==> src/rtl/icache_port_arbiter_if.sv <==
// Bundle between the fetch requesters, the arbiter and the shared instruction-cache port.
// The slave modport is the arbiter's view; the master modport is the surrounding environment.
interface icache_port_arbiter_if #(
   parameter int NumReq    = 4,
   parameter int AddrWidth = 32,
   parameter int DataWidth = 32
);
   logic [NumReq-1:0]                req_valid_i;
   logic [NumReq-1:0][AddrWidth-1:0] req_addr_i;
   logic [NumReq-1:0]                req_ready_o;
   logic [NumReq-1:0][DataWidth-1:0] req_data_o;
   logic [NumReq-1:0]                req_error_o;
   logic [NumReq-1:0]                flush_valid_i;
   logic [NumReq-1:0]                flush_ready_o;
   logic                             inst_valid_o;
   logic [AddrWidth-1:0]             inst_addr_o;
   logic                             inst_ready_i;
   logic [DataWidth-1:0]             inst_data_i;
   logic                             inst_error_i;
   logic                             cache_flush_valid_o;
   logic                             cache_flush_ready_i;
   logic                             busy_o;

   modport slave (
      input  req_valid_i, req_addr_i, flush_valid_i,
      input  inst_ready_i, inst_data_i, inst_error_i, cache_flush_ready_i,
      output req_ready_o, req_data_o, req_error_o, flush_ready_o,
      output inst_valid_o, inst_addr_o, cache_flush_valid_o, busy_o
   );

   modport master (
      output req_valid_i, req_addr_i, flush_valid_i,
      output inst_ready_i, inst_data_i, inst_error_i, cache_flush_ready_i,
      input  req_ready_o, req_data_o, req_error_o, flush_ready_o,
      input  inst_valid_o, inst_addr_o, cache_flush_valid_o, busy_o
   );
endinterface

==> src/rtl/icache_port_arbiter.sv <==
// Round-robin arbiter sharing one instruction-cache fetch port among NumReq requesters,
// with a stalled fetch held locked to its owner and flush requests serialised to the cache.
module icache_port_arbiter #(
   parameter int NumReq    = 4,
   parameter int AddrWidth = 32,
   parameter int DataWidth = 32
) (
   input  logic                 clk_i,
   input  logic                 rst_i,
   icache_port_arbiter_if.slave bus
);
   localparam int IdxW = (NumReq > 1) ? $clog2(NumReq) : 1;

   typedef enum logic [1:0] {IDLE, LOCK, FLUSH} state_e;

   state_e            state_q, state_d;
   logic [IdxW-1:0]   rr_ptr_q, rr_ptr_d;
   logic [IdxW-1:0]   lock_idx_q, lock_idx_d;
   logic [NumReq-1:0] flush_mask_q, flush_mask_d;
   logic [IdxW-1:0]   winner;
   logic              any_req;
   logic              any_flush;

   function automatic logic [IdxW-1:0] next_idx(input logic [IdxW-1:0] idx);
      if (int'(idx) == NumReq - 1) return '0;
      return idx + IdxW'(1);
   endfunction

   assign any_flush       = |bus.flush_valid_i;
   assign bus.req_data_o  = {NumReq{bus.inst_data_i}};
   assign bus.req_error_o = {NumReq{bus.inst_error_i}};

   // First valid requester at or after rr_ptr_q, wrapping.
   always_comb begin : pick
      int              idx;
      logic [IdxW-1:0] cand;
      idx     = 0;
      cand    = '0;
      winner  = rr_ptr_q;
      any_req = 1'b0;
      for (int k = 0; k < NumReq; k++) begin
         idx = int'(rr_ptr_q) + k;
         if (idx >= NumReq) idx = idx - NumReq;
         cand = IdxW'(idx);
         if (!any_req && bus.req_valid_i[cand]) begin
            any_req = 1'b1;
            winner  = cand;
         end
      end
   end

   always_ff @(posedge clk_i or posedge rst_i) begin
      if (rst_i) begin
         state_q      <= IDLE;
         rr_ptr_q     <= '0;
         lock_idx_q   <= '0;
         flush_mask_q <= '0;
      end else begin
         state_q      <= state_d;
         rr_ptr_q     <= rr_ptr_d;
         lock_idx_q   <= lock_idx_d;
         flush_mask_q <= flush_mask_d;
      end
   end

   always_comb begin
      state_d      = state_q;
      rr_ptr_d     = rr_ptr_q;
      lock_idx_d   = lock_idx_q;
      flush_mask_d = flush_mask_q;
      unique case (state_q)
         IDLE: begin
            if (any_flush) begin
               flush_mask_d = bus.flush_valid_i;
               state_d      = FLUSH;
            end else if (any_req) begin
               if (bus.inst_ready_i) begin
                  rr_ptr_d = next_idx(winner);
               end else begin
                  lock_idx_d = winner;
                  state_d    = LOCK;
               end
            end
         end
         LOCK: begin
            if (bus.inst_ready_i) begin
               rr_ptr_d = next_idx(lock_idx_q);
               state_d  = IDLE;
            end
         end
         FLUSH: begin
            if (bus.cache_flush_ready_i) begin
               flush_mask_d = '0;
               state_d      = IDLE;
            end
         end
         default: state_d = IDLE;
      endcase
   end

   // Outputs are forced quiet while reset is held, since IDLE alone would still grant.
   always_comb begin
      bus.req_ready_o         = '0;
      bus.flush_ready_o       = '0;
      bus.inst_valid_o        = 1'b0;
      bus.inst_addr_o         = '0;
      bus.cache_flush_valid_o = 1'b0;
      bus.busy_o              = 1'b0;
      if (!rst_i) begin
         bus.busy_o = (state_q != IDLE);
         unique case (state_q)
            IDLE: begin
               if (!any_flush && any_req) begin
                  bus.inst_valid_o        = 1'b1;
                  bus.inst_addr_o         = bus.req_addr_i[winner];
                  bus.req_ready_o[winner] = bus.inst_ready_i;
               end
            end
            LOCK: begin
               bus.inst_valid_o            = 1'b1;
               bus.inst_addr_o             = bus.req_addr_i[lock_idx_q];
               bus.req_ready_o[lock_idx_q] = bus.inst_ready_i;
            end
            FLUSH: begin
               bus.cache_flush_valid_o = 1'b1;
               if (bus.cache_flush_ready_i) bus.flush_ready_o = flush_mask_q;
            end
            default: ;
         endcase
      end
   end
endmodule

==> src/flat_wrapper.sv <==
// flat-port wrapper written by rule: the top's interface ports become plain ports
module icache_port_arbiter_flat 
#(
   parameter int NumReq    = 4,
   parameter int AddrWidth = 32,
   parameter int DataWidth = 32
)
  (clk_i, rst_i, bus_req_valid_i, bus_req_addr_i, bus_flush_valid_i, bus_inst_ready_i, bus_inst_data_i, bus_inst_error_i, bus_cache_flush_ready_i, bus_req_ready_o, bus_req_data_o, bus_req_error_o, bus_flush_ready_o, bus_inst_valid_o, bus_inst_addr_o, bus_cache_flush_valid_o, bus_busy_o);
  icache_port_arbiter_if #(.NumReq(NumReq), .AddrWidth(AddrWidth), .DataWidth(DataWidth)) bus_i ();
  input  logic clk_i;
  input  logic rst_i;
  input wire logic [$bits(bus_i.req_valid_i)-1:0] bus_req_valid_i;
  input wire logic [$bits(bus_i.req_addr_i)-1:0] bus_req_addr_i;
  input wire logic [$bits(bus_i.flush_valid_i)-1:0] bus_flush_valid_i;
  input wire logic [$bits(bus_i.inst_ready_i)-1:0] bus_inst_ready_i;
  input wire logic [$bits(bus_i.inst_data_i)-1:0] bus_inst_data_i;
  input wire logic [$bits(bus_i.inst_error_i)-1:0] bus_inst_error_i;
  input wire logic [$bits(bus_i.cache_flush_ready_i)-1:0] bus_cache_flush_ready_i;
  output wire logic [$bits(bus_i.req_ready_o)-1:0] bus_req_ready_o;
  output wire logic [$bits(bus_i.req_data_o)-1:0] bus_req_data_o;
  output wire logic [$bits(bus_i.req_error_o)-1:0] bus_req_error_o;
  output wire logic [$bits(bus_i.flush_ready_o)-1:0] bus_flush_ready_o;
  output wire logic [$bits(bus_i.inst_valid_o)-1:0] bus_inst_valid_o;
  output wire logic [$bits(bus_i.inst_addr_o)-1:0] bus_inst_addr_o;
  output wire logic [$bits(bus_i.cache_flush_valid_o)-1:0] bus_cache_flush_valid_o;
  output wire logic [$bits(bus_i.busy_o)-1:0] bus_busy_o;
  assign bus_i.req_valid_i = bus_req_valid_i;
  assign bus_i.req_addr_i = bus_req_addr_i;
  assign bus_i.flush_valid_i = bus_flush_valid_i;
  assign bus_i.inst_ready_i = bus_inst_ready_i;
  assign bus_i.inst_data_i = bus_inst_data_i;
  assign bus_i.inst_error_i = bus_inst_error_i;
  assign bus_i.cache_flush_ready_i = bus_cache_flush_ready_i;
  assign bus_req_ready_o = bus_i.req_ready_o;
  assign bus_req_data_o = bus_i.req_data_o;
  assign bus_req_error_o = bus_i.req_error_o;
  assign bus_flush_ready_o = bus_i.flush_ready_o;
  assign bus_inst_valid_o = bus_i.inst_valid_o;
  assign bus_inst_addr_o = bus_i.inst_addr_o;
  assign bus_cache_flush_valid_o = bus_i.cache_flush_valid_o;
  assign bus_busy_o = bus_i.busy_o;
  icache_port_arbiter #(.NumReq(NumReq), .AddrWidth(AddrWidth), .DataWidth(DataWidth)) u_core (.clk_i(clk_i), .rst_i(rst_i), .bus(bus_i));
endmodule
==> config.mk <==
export PLATFORM = sky130hd
export DESIGN_NAME = icache_port_arbiter_flat
export DESIGN_NICKNAME = d
export VERILOG_FILES = /design/src/rtl/icache_port_arbiter_if.sv /design/src/rtl/icache_port_arbiter.sv /design/src/flat_wrapper.sv
export SDC_FILE = /design/constraint.sdc
export NUM_CORES = 1
export LEC_CHECK = 0
export ABC_AREA = 0
export BUFFER_PORTS_ARGS = -buffer_cell sky130_fd_sc_hd__buf_2
export CORE_AREA = 2 2 136 138
export CTS_BUF_LIST = sky130_fd_sc_hd__clkbuf_8
export CTS_CLUSTER_SIZE = 20
export DETAILED_ROUTE_END_ITERATION = 7
export DIE_AREA = 0 0 138 140
export PLACE_DENSITY = 0.49
export SLEW_MARGIN = 30
export SYNTH_ARGS = -nofsm -noshare
export SYNTH_HDL_FRONTEND = slang
export SYNTH_SLANG_ARGS = --single-unit
export TNS_END_PERCENT = 20
==> constraint.sdc <==
create_clock -name clk_i -period 3.9 [get_ports clk_i]
set_input_delay 0.78 -clock clk_i [delete_from_list [all_inputs] [get_ports clk_i]]
set_output_delay 0.78 -clock clk_i [all_outputs]
set_load 0.005 [all_outputs]
* Yosys cells after proc, flatten, opt, wreduce, memory -nomap -nowiden
Index checks and enable logic that the tools add are counted.
** Storage, ports and cells
- Output and inout bits :: 175
- ROM bits :: 0
- Bits in latches :: 0
- Word-level logic and storage cells :: 129
- RAM bits :: 0
- Memories kept :: 0
- Flip-flop bits (word level) :: 10
- Input port bits :: 173
** Operators by class
- Divide/modulo/power cells :: 0
- $mul :: 0
- Add/subtract/negate cells :: 9
- Muxes and demuxes :: 69
- Magnitude comparators :: 12
- Shift operators :: 0
- Reductions and logical operators :: 19
- Eq/ne operators :: 12
- Bitwise gates (word level) :: 4
** Operators with widths (number)
- $bmux 32 s2 :: 2
- $mux 32 :: 4
- $pmux 32 s2 :: 1
- $mux 2 :: 21
- $mux 4 :: 7
- $mux 1 :: 23
- $lt 2x3->1 const B :: 6
- $pmux 4 s2 :: 2
- $ge 3x3->1 const B :: 3
- $and 4x4->4 :: 2
- $bmux 1 s2 :: 4
- $ne 2x2->1 const B :: 4
- $reduce_and 4->1 :: 2
- $sub 2x1->2 const B :: 4
- $add 2x2->3 const B :: 2
- $eq 2x1->1 const B :: 3
- $logic_and 1x1->1 :: 6
- $pmux 2 s3 :: 1
- $reduce_bool 2->1 :: 3
- $reduce_and 5->1 :: 1
- $add 2x1->2 const B :: 2
- $demux 1 s2 :: 2
- $ge 2x1->1 const B :: 2
- $logic_not 1->1 :: 4
- other kinds (12) :: 14

* Logic depth before layout (Yosys ltp)
Gate-level depths: netlist (run 1).
- Depth in word-level cells :: 25
- Depth in mapped cells :: 8
- Depth with buffers taken out :: 6

* Least setup slack after synthesis (run 1)
OpenSTA, ideal clock, no wires.
- Path type :: input -> output
- From :: input port bus_flush_valid_i[1]
- To :: output port bus_req_ready_o[0]
- Data arrival time :: 2.326 ns
- Slack :: 0.794 ns
- Buffers on the path :: 0
- Stages :: 4
- Data required time :: 3.120 ns
- Cells stage by stage :: or4_4 -> or4_4 -> or3_1 -> a21oi_1
** Between the ends
- Longest elaborated chain between the ends :: 6
** Ends and longest elaborated chain
- start: declaration :: line flat_wrapper.sv:14 : input wire logic [$bits(bus_i.flush_valid_i)-1:0] bus_flush_valid_i;
- $reduce_or 4->1 :: line icache_port_arbiter.sv:29 : assign any_flush = |bus.flush_valid_i;
- $logic_not 1->1 :: line icache_port_arbiter.sv:113 : if (!any_flush && any_req) begin
- $logic_and 1x1->1 :: line icache_port_arbiter.sv:113
- $mux 4 :: line icache_port_arbiter.sv:113
- $pmux 4 s2 :: line icache_port_arbiter.sv:111 : unique case (state_q)
- $mux 4 :: line icache_port_arbiter.sv:109 : if (!rst_i) begin
- end: declaration :: line flat_wrapper.sv:19 : output wire logic [$bits(bus_i.req_ready_o)-1:0] bus_req_ready_o;
No other way between the ends.

* Worst setup path after layout (run 1)
- From :: input port bus_flush_valid_i[1]
- To :: output port bus_inst_addr_o[22]
** Between the ends
- Longest elaborated chain between the ends :: 6
** Ends and longest elaborated chain
- $reduce_or 4->1 :: line icache_port_arbiter.sv:29
- $logic_not 1->1 :: line icache_port_arbiter.sv:113
- $logic_and 1x1->1 :: line icache_port_arbiter.sv:113
- $mux 32 :: line icache_port_arbiter.sv:113
- $pmux 32 s2 :: line icache_port_arbiter.sv:111
- $mux 32 :: line icache_port_arbiter.sv:109
- end: declaration :: line flat_wrapper.sv:24 : output wire logic [$bits(bus_i.inst_addr_o)-1:0] bus_inst_addr_o;
No other way between the ends.

==> impl_metrics.json, run 1 <==
{
  "firstDrtPassIters": 4,
  "synthToLayoutAreaGrowth_pct": 6.517,
  "layout-drive-gt1-share_pct": 61.17,
  "path_class": "in -> out",
  "cts_buffers": 3,
  "power.share.switching_pct": 42.59,
  "p_leak_nw": 1.917,
  "min_period_ns": 3.516,
  "grt.busiest_layer": "met2",
  "crit_required_ns": 3.12,
  "final_nets": 622,
  "diodes": 0,
  "grt_antenna_before_repair": 0,
  "outcome": "complete, no violations",
  "cpPeakStageDelay_ns": 0.56,
  "initial_utilization_pct": 21.60,
  "ioPinCount": 348,
  "power_frac_clock_pct": 10.1,
  "die_h_um": 140,
  "internal_power_w": 0.0006046,
  "max_freq_mhz": 284.4,
  "cts_buffer_depth": 2,
  "cts_tree": "done",
  "crit_path_top_delay_cell": "or4_4",
  "holdPathEnd": "u_core.flush_mask_q[2]$_DFFE_PP0P_",
  "grt_use_total_pct": 10.92,
  "place_congestion": 0.8491,
  "tightest_slew_ns": 0.9552,
  "root_buffer": "clkbuf_8",
  "yosysSeqAreaShare_pct": 6.517,
  "netlist_instances": 404,
  "syn_area_um2": 3840,
  "final_hold_viol_count": 0,
  "clk_latency_ns": 0.24,
  "dieArea_um2": 19320,
  "synth_edf_count": 0,
  "synth.distinct_cells": 36,
  "grt_pass1_vias": 3340,
  "hold_class": "reg -> reg",
  "synth_nets": 582,
  "start_kind": "input port",
  "final_util_pct": 23.00,
  "cp_data_arrival_time_ns": 2.74,
  "overflow": 0,
  "cts_sinks": 10,
  "fillers": 1943,
  "r2r_end": "u_core.rr_ptr_q[1]$_DFFE_PP0P_",
  "min_path_cells": 1,
  "rows": 49,
  "switchingPower_w": 0.0004486,
  "place_ws_ns": 0.3633,
  "drt-initial-drc-count": 110,
  "regToRegSetupSlack_ns": 2.01,
  "grt_use_met3_pct": 2.256,
  "reg2regPathDepth": 6,
  "grt_pass1_wl_mm": 17.52,
  "cp_num_buf_inv": 3,
  "cts_hold_buffers": 0,
  "cap_violations": 0,
  "crit_start": "bus_flush_valid_i[1]",
  "drv_slew": 0,
  "ys_warn_count": 0,
  "crit_family": "simple AND/OR/NAND/NOR gates",
  "drc": 0,
  "setup.worst_path.end_class": "output port",
  "num_vias": 3229,
  "r2r-start": "u_core.rr_ptr_q[0]$_DFFE_PP0P_",
  "fp.dieW_um": 138,
  "critPathMostFrequentCell": "buf_2",
  "p_comb_share_pct": 69.9,
  "seqPwrFrac_pct": 20.0,
  "synth-main-ff-cell": "dfrtp_1",
  "max-vdd-ir-drop_mv": 0.1627,
  "hold_start": "u_core.flush_mask_q[2]$_DFFE_PP0P_",
  "port_buffers": 182,
  "cts_resized": 0,
  "tns_ns": 0,
  "met2_usage_pct": 19.93,
  "setup_violations": 0,
  "gr-usage-met1_pct": 13.25,
  "post-dp-hpwl_mm": 9.368,
  "power.density_nw_per_um2": 257.5,
  "wire_per_inst_um": 17.42,
  "fin_crit_sh_pct": 90.15,
  "skew_ns": 0.008055,
  "critPathMaxFanout": 32,
  "clk_pin_slew_ns": 0.04,
  "postRouteAntennaNets": 0,
  "setup_slack_ns": 0.3841,
  "postCtsSetupBuffers": 0,
  "grt_max_degree": 36,
  "timing.slew.headroom_pct": 36.32,
  "rsz0062_at_grt": "no",
  "crit_path_cell_trace": "buf_2, or4_4, nor4_4, nand3b_4, buf_4, o221ai_2, buf_2",
  "async_reset_ff_share_pct": 100.0,
  "viasPerCell": 4.805,
  "syn_avg_cell_area_um2": 9.505,
  "wl_mm": 11.70,
  "synth_seq_cells": 10,
  "h-tree-depth": 1,
  "design.core.area_um2": 17780
}
## cell usage after synthesis, drive strengths merged (4+ instances only)
cell type / count / area share [%]
nor2: 12 / 1.2
a22o: 4 / 0.95
clkbuf: 15 / 1.5
ha: 5 / 1.6
nor2b: 5 / 0.81
o221ai: 32 / 12
a21oi: 5 / 0.65
o21ai: 6 / 0.78
inv: 4 / 0.39
mux4: 32 / 19
buf: 144 / 28
and3: 4 / 0.65
mux2i: 64 / 17
nand2: 40 / 3.9
dfrtp: 10 / 6.5
## cell usage in the layout, fill, tap and decap left out, drive strengths merged, types with 3 or more instances in the layout
master / n
nand3b: 3
clkbuf: 3
mux2i: 64
o221ai: 32
nand2: 40
nor2: 12
a21oi: 5
inv: 5
nor2b: 5
a22o: 4
mux4: 32
buf: 194
dfrtp: 10
nor3: 3
ha: 5
and3: 4
o21ai: 6
## area by class of cell
type / instances / area [um2] / share of cell area, %
multi-input cells: 231 / 2465 / 60.26
repair buffers: 194 / 1026 / 25.08
well taps: 229 / 286.5 / 7.005
flip-flops and latches: 10 / 252.7 / 6.179
clock buffers: 3 / 41.29 / 1.009
inverters: 4 / 15.01 / 0.3671
clock inverters: 1 / 3.754 / 0.09177
## logic make-up (layout without fill, tap and decap cells)
logic type	after synthesis	after routing	share of synthesized area, %
compound gates	55	55	16.49
mux	96	96	35.45
simple gates	75	75	10.13
fa+ha+maj	5	5	1.629
buf+inv	163	202	29.78
flops	10	10	6.517
## worst max path at each step
stage / end / slack, ns / cells past startpoint
6_report: bus_inst_addr_o[22] / 0.38 / 7
5_1_grt: bus_inst_addr_o[22] / 0.31 / 7
2_1_floorplan: bus_req_ready_o[0] / 0.79 / 4
3_5_place_dp: bus_inst_addr_o[22] / 0.36 / 7
3_3_place_gp: bus_inst_addr_o[22] / 0.39 / 7
4_1_cts: bus_inst_addr_o[22] / 0.37 / 7
## flip-flops by register name (all words and copies together) (netlist names)
| name | count |
|---|---|
| u_core.state_q | 2 |
| u_core.rr_ptr_q | 2 |
| u_core.lock_idx_q | 2 |
| u_core.flush_mask_q | 4 |
## per-stage QoR
| stage | area, um2 | std cells | hold WS (ns) | total power [W] |
|---|---|---|---|---|
| after global routing | 4090 | 672 | 0.5163 | 0.001125 |
| after global placement | 4045 | 668 | 0.4779 | 0.0009322 |
| after CTS | 4090 | 672 | 0.4949 | 0.001068 |
| after detailed placement | 4045 | 668 | 0.4766 | 0.0009558 |
| final | 4090 | 672 | 0.4953 | 0.001053 |
| after floorplan | 3840 | 404 | 0.4580 | 0.0008293 |
## worst register-to-register path, delay by kind of cell, from the launching register on
kind | cells | cell delay (ns)
and+or+nand+nor | 1 | 0.07
adders and majority gates | 1 | 0.33
AOI/OAI and AO/OA | 4 | 1.00
DFF | 1 | 0.38
## power by group through the flow
stage | clock, W | combinational [W] | sequential (W)
final | 0.000107 | 0.000736 | 0.000210
after CTS | 0.000112 | 0.000743 | 0.000213
after detailed placement | 0 | 0.000741 | 0.000215
after floorplan | 0 | 0.000696 | 0.000133
after global routing | 0.000116 | 0.000790 | 0.000219
after global placement | 0 | 0.000720 | 0.000212
## metal layers
layer	share of wire [%]	wire length, um
met1	40	4713
met4	1.1	132
met5	0	0
met2	51	5994
met3	7.4	862
(Power assumes the default switching activity.)
==> run 2: changes to the inputs <==
CORE_AREA = 2 2 134 136   (was 2 2 136 138)
DIE_AREA = 0 0 136 138   (was 0 0 138 140)
PLACE_DENSITY = 0.52   (was 0.49)
clock period = 2.9 ns   (was 3.9 ns; I/O delays follow)
==> impl_metrics.json, run 2 (same netlist as run 1, synthesis figures left out) <==
{
  "min_period_ns": 2.861,
  "final_hold_viol_count": 0,
  "largest-register": "u_core.flush_mask_q",
  "grt_use_total_pct": 11.44,
  "port_buffers": 182,
  "power_w": 0.001477,
  "fp.dieW_um": 136,
  "max_freq_mhz": 349.5,
  "postCtsSetupBuffers": 0,
  "layout-drive-gt1-share_pct": 62.72,
  "rsz0062_at_grt": "yes",
  "path_class": "in -> out",
  "timing.slew.headroom_pct": 65.93,
  "cp_num_buf_inv": 4,
  "cpPeakStageDelay_ns": 0.56,
  "grt.busiest_layer": "met2",
  "drv_slew": 0,
  "cts_hold_buffers": 0,
  "fillers": 1927,
  "setup_slack_ns": 0.03907,
  "wl_mm": 11.24,
  "start_kind": "input port",
  "dieArea_um2": 18770,
  "cts_buffer_depth": 2,
  "cap_violations": 0,
  "place_ws_ns": -0.05450,
  "cts_sinks": 10,
  "initial_utilization_pct": 21.90,
  "place_congestion": 0.7744,
  "grt_antenna_before_repair": 2,
  "critPathMaxFanout": 19,
  "wire_per_inst_um": 16.58,
  "setup_violations": 0,
  "num_vias": 3138,
  "met2_usage_pct": 21.18,
  "fin_area_um2": 4268,
  "crit_path_cell_trace": "buf_6, or4_4, nor4_4, buf_4, nand3b_4, buf_12, o221ai_4, buf_2",
  "postRouteAntennaNets": 0,
  "h-tree-depth": 1,
  "fin_crit_sh_pct": 98.65,
  "post-dp-hpwl_mm": 9.183,
  "grt_pass1_wl_mm": 17.30,
  "root_buffer": "clkbuf_8",
  "p_leak_nw": 1.977,
  "skew_ns": 0.001286,
  "design.core.area_um2": 17530,
  "final_nets": 627,
  "final_util_pct": 24.34,
  "crit_path_top_delay_cell": "or4_4",
  "setup.worst_path.end_class": "output port",
  "cts_buffers": 3,
  "drc": 0,
  "clk_pin_slew_ns": 0.05,
  "cp_data_arrival_time_ns": 2.28,
  "largest_reg_flops": 4,
  "die_h_um": 138,
  "layout_commonest_cell": "buf_2",
  "max-vdd-ir-drop_mv": 0.1443,
  "hold_class": "in -> async",
  "placed_area_um2": 4145,
  "power.density_nw_per_um2": 346.0,
  "rows": 49,
  "crit_required_ns": 2.32,
  "synthToLayoutAreaGrowth_pct": 11.14,
  "viasPerCell": 4.628,
  "crit_family": "simple AND/OR/NAND/NOR gates",
  "ioPinCount": 348,
  "clk_latency_ns": 0.24,
  "grt_use_met3_pct": 2.384,
  "grt_max_degree": 37,
  "firstDrtPassIters": 4,
  "grt_pass1_vias": 3372,
  "overflow": 0,
  "outcome": "complete, no violations",
  "gr-usage-met1_pct": 12.96,
  "cts_tree": "done",
  "drt-initial-drc-count": 101,
  "final_cell_mix": "181 x buf_2, 61 x mux2i_1, 40 x nand2_1, 32 x mux4_2, 29 x o221ai_2",
  "tightest_slew_ns": 0.5071
}
run 2: cell types whose count changed in the layout (fill, tap and decap cells not counted), sizes merged:
cell    change
buf         +5
clkbuf      +1
diode       +1
inv         -1
run 2: path summary, 6_finish.rpt:
| check | start | endpoint | slack [ns] | cells past startpoint |
|---|---|---|---|---|
| setup / recovery | bus_flush_valid_i[2] | bus_inst_addr_o[21] | 0.04 | 8 |
| hold reg to reg | u_core.flush_mask_q[1]$_DFFE_PP0P_ | u_core.flush_mask_q[1]$_DFFE_PP0P_ | 0.49 | 1 |
| setup reg to reg | u_core.rr_ptr_q[1]$_DFFE_PP0P_ | u_core.rr_ptr_q[1]$_DFFE_PP0P_ | 0.99 | 7 |
| max in group asynchronous | rst_i | u_core.lock_idx_q[1]$_DFFE_PP0P_ | 2.19 | 2 |
| hold / removal | rst_i | u_core.rr_ptr_q[0]$_DFFE_PP0P_ | 0.40 | 2 |
| min in group clk_i | u_core.flush_mask_q[1]$_DFFE_PP0P_ | u_core.flush_mask_q[1]$_DFFE_PP0P_ | 0.49 | 1 |
run 2: cell type report:
cell class,count,area [um2],area share [%]
diodes,1,2.502,0.05863
repair buffers,199,1140,26.71
clock buffers,4,55.05,1.290
multi-input cells,231,2516,58.96
flip-flops and latches,10,252.7,5.922
well taps,229,286.5,6.714
inverters,4,15.01,0.3518
run 2: metrics by stage:
stage                     setup TNS (ns)  cells  hold slack [ns]
after floorplan                        0    404           0.4202
after global placement           -0.1199    673           0.4815
after detailed placement         -0.4062    673           0.4799
after CTS                      -0.003659    677           0.4144
after global routing             -0.1594    677           0.4442
final                                  0    678           0.3971
run 2: where the power goes:
part | internal [W] | total, W | switching [W]
sequential | 0.000164 | 0.000190 | 0.0000258
combinational | 0.000582 | 0.00111 | 0.000523
clock | 0.000120 | 0.000182 | 0.0000616
total | 0.000867 | 0.00148 | 0.000610
run 2: what timing repair did:
| action | in CTS | in global routing |
|---|---|---|
| setup endpoints to repair | 16 | 33 |
| gates resized for setup | 4 | 6 |
| pin swaps | 7 | 11 |
| hold endpoints to repair | 0 | 0 |
run 2: metal layers:
metal  vias to the layer above  wire [um]
li1                       1463          -
met1                      1498       4200
met2                       148       5823
met3                        27        984
met4                         2        218
met5                         -         13
run 2: worst register-to-register path: stages (launching register included):
cell and delay, ns:
dfrtp_1 0.42, or3_1 0.37, o21ai_0 0.11, o31ai_2 0.14, buf_4 0.19, ha_1 0.29, o22ai_1 0.18, a21oi_1 0.09
==> run 3: changes to the inputs <==
REMOVE_ABC_BUFFERS = 1   (was not set)
==> impl_metrics.json, run 3 (same netlist as run 1, synthesis figures left out) <==
{
  "die_h_um": 138,
  "setup_slack_ns": -0.003336,
  "h-tree-depth": 1,
  "critPathMaxFanout": 21,
  "tns_ns": -0.003336,
  "cts_sinks": 10,
  "placed_area_um2": 4178,
  "rows": 49,
  "tightest_slew_ns": 0.4686,
  "wire_per_inst_um": 25.49,
  "layout-drive-gt1-share_pct": 63.02,
  "outcome": "complete, but fails checks",
  "crit_path_top_delay_cell": "or4_4",
  "r2r-start": "u_core.rr_ptr_q[0]$_DFFE_PP0P_",
  "setup.worst_path.end_class": "output port",
  "post_layout_nonfiller_instances": 689,
  "place_congestion": 0.8538,
  "cts_buffer_depth": 2,
  "start_kind": "input port",
  "grt_pass1_wl_mm": 23.37,
  "overflow": 0,
  "final_cell_mix": "181 x buf_2, 63 x mux2i_1, 40 x nand2_1, 32 x mux4_2, 30 x o221ai_2",
  "dp_cells": 679,
  "cp_data_arrival_time_ns": 2.32,
  "post-dp-hpwl_mm": 14.58,
  "design.core.area_um2": 17530,
  "port_buffers": 182,
  "cts_tree": "done",
  "drv_slew": 0,
  "initial_utilization_pct": 21.90,
  "path_class": "in -> out",
  "cts_buffers": 3,
  "seq_area_um2": 252.7,
  "clk_latency_ns": 0.24,
  "ioPinCount": 348,
  "firstDrtPassIters": 4,
  "final_nets": 636,
  "final_hold_viol_count": 0,
  "drc": 0,
  "largest-register": "u_core.flush_mask_q",
  "fillers": 1932,
  "max_freq_mhz": 344.4,
  "fin_area_um2": 4295,
  "violations": "setup timing",
  "grt_use_total_pct": 17.26,
  "crit_required_ns": 2.32,
  "cap_violations": 0,
  "synthToLayoutAreaGrowth_pct": 11.86,
  "largest_reg_flops": 4,
  "setup_violations": 1,
  "crit_path_cell_trace": "buf_6, or4_4, nor4_4, buf_4, nand3b_4, buf_12, o221ai_2, buf_2",
  "grt_max_degree": 31,
  "clk_pin_slew_ns": 0.05,
  "grt_antenna_before_repair": 3,
  "rsz0062_at_grt": "yes",
  "cpPeakStageDelay_ns": 0.55,
  "p_leak_nw": 2.008,
  "timing.slew.headroom_pct": 68.43,
  "fp.dieW_um": 136,
  "multi_input_area_um2": 2484,
  "drt-initial-drc-count": 116,
  "fin_crit_sh_pct": 100.1,
  "grt_pass1_vias": 3218,
  "layout_commonest_cell": "buf_2",
  "viasPerCell": 4.891,
  "skew_ns": 0.001713,
  "dieArea_um2": 18770,
  "postRouteAntennaNets": 0,
  "max-vdd-ir-drop_mv": 0.2218,
  "min_period_ns": 2.903,
  "power.density_nw_per_um2": 346.0,
  "num_vias": 3370,
  "crit_start": "bus_flush_valid_i[2]",
  "hold_class": "in -> async",
  "wl_mm": 17.56,
  "root_buffer": "clkbuf_8"
}
-- run 3: cell types whose count changed in the layout (fill, tap and decap cells not counted), moves of 2 or more --
cell,before,now
buf_4,9,18
buf_6,1,3
diode_2,1,3
mux2i_1,61,63
mux2i_2,3,1
o221ai_4,3,1
-- run 3: worst max-delay path, delay by kind of cell --
kind,cells,cell delay (ns)
AND/OR/NAND/NOR,3,0.91
buffers and inverters,4,0.63
AO/OA/AOI/OAI,1,0.19
-- run 3: what timing repair did --
item,in CTS,in global routing
resized for setup,5,1
setup buffers,0,3
setup endpoints to repair,26,31
hold buffers,0,0
pin swaps,24,5
-- run 3: path summary, 6_finish.rpt --
path	end	slack, ns	cells past startpoint
min in group clk_i	u_core.flush_mask_q[0]$_DFFE_PP0P_	0.50	1
hold / removal	u_core.flush_mask_q[1]$_DFFE_PP0P_	0.40	2
max in group asynchronous	u_core.lock_idx_q[0]$_DFFE_PP0P_	2.19	2
hold reg to reg	u_core.flush_mask_q[0]$_DFFE_PP0P_	0.50	1
setup / recovery	bus_inst_addr_o[1]	-0.003	8
setup reg to reg	u_core.rr_ptr_q[1]$_DFFE_PP0P_	0.97	7
-- run 3: per-layer routing --
layer,GRT usage (%),part of all wire (%)
met5,4.233,0.25
met4,2.686,1.4
met3,13.27,18
met2,27.27,46
met1,18.29,34
-- run 3: area by class of cell --
cell class	instances	area share (%)
Multi-Input combinational cell	231	57.82
Timing Repair Buffer	208	27.82
Tap cell	229	6.671
Sequential cell	10	5.884
Clock buffer	4	1.282
Inverter	4	0.3495
Antenna cell	3	0.1748
-- run 3: metrics by stage --
step	total power [W]	hold slack (ns)	setup slack [ns]	utilization, %
after floorplan	0.0009942	0.4202	-1.482	-
after global placement	0.001303	0.4866	-0.06391	23.83
after detailed placement	0.001302	0.4880	-0.06783	23.83
after CTS	0.001487	0.4057	-0.02948	24.30
after global routing	0.001589	0.4432	-0.08342	24.47
final	0.001486	0.3962	-0.003336	24.50
-- run 3: where the power goes --
group	leakage, nW	internal (W)	switching [W]
Sequential	0.120	0.000164	0.0000304
Combinational	1.86	0.000594	0.000520
Clock	0.0288	0.000120	0.0000576
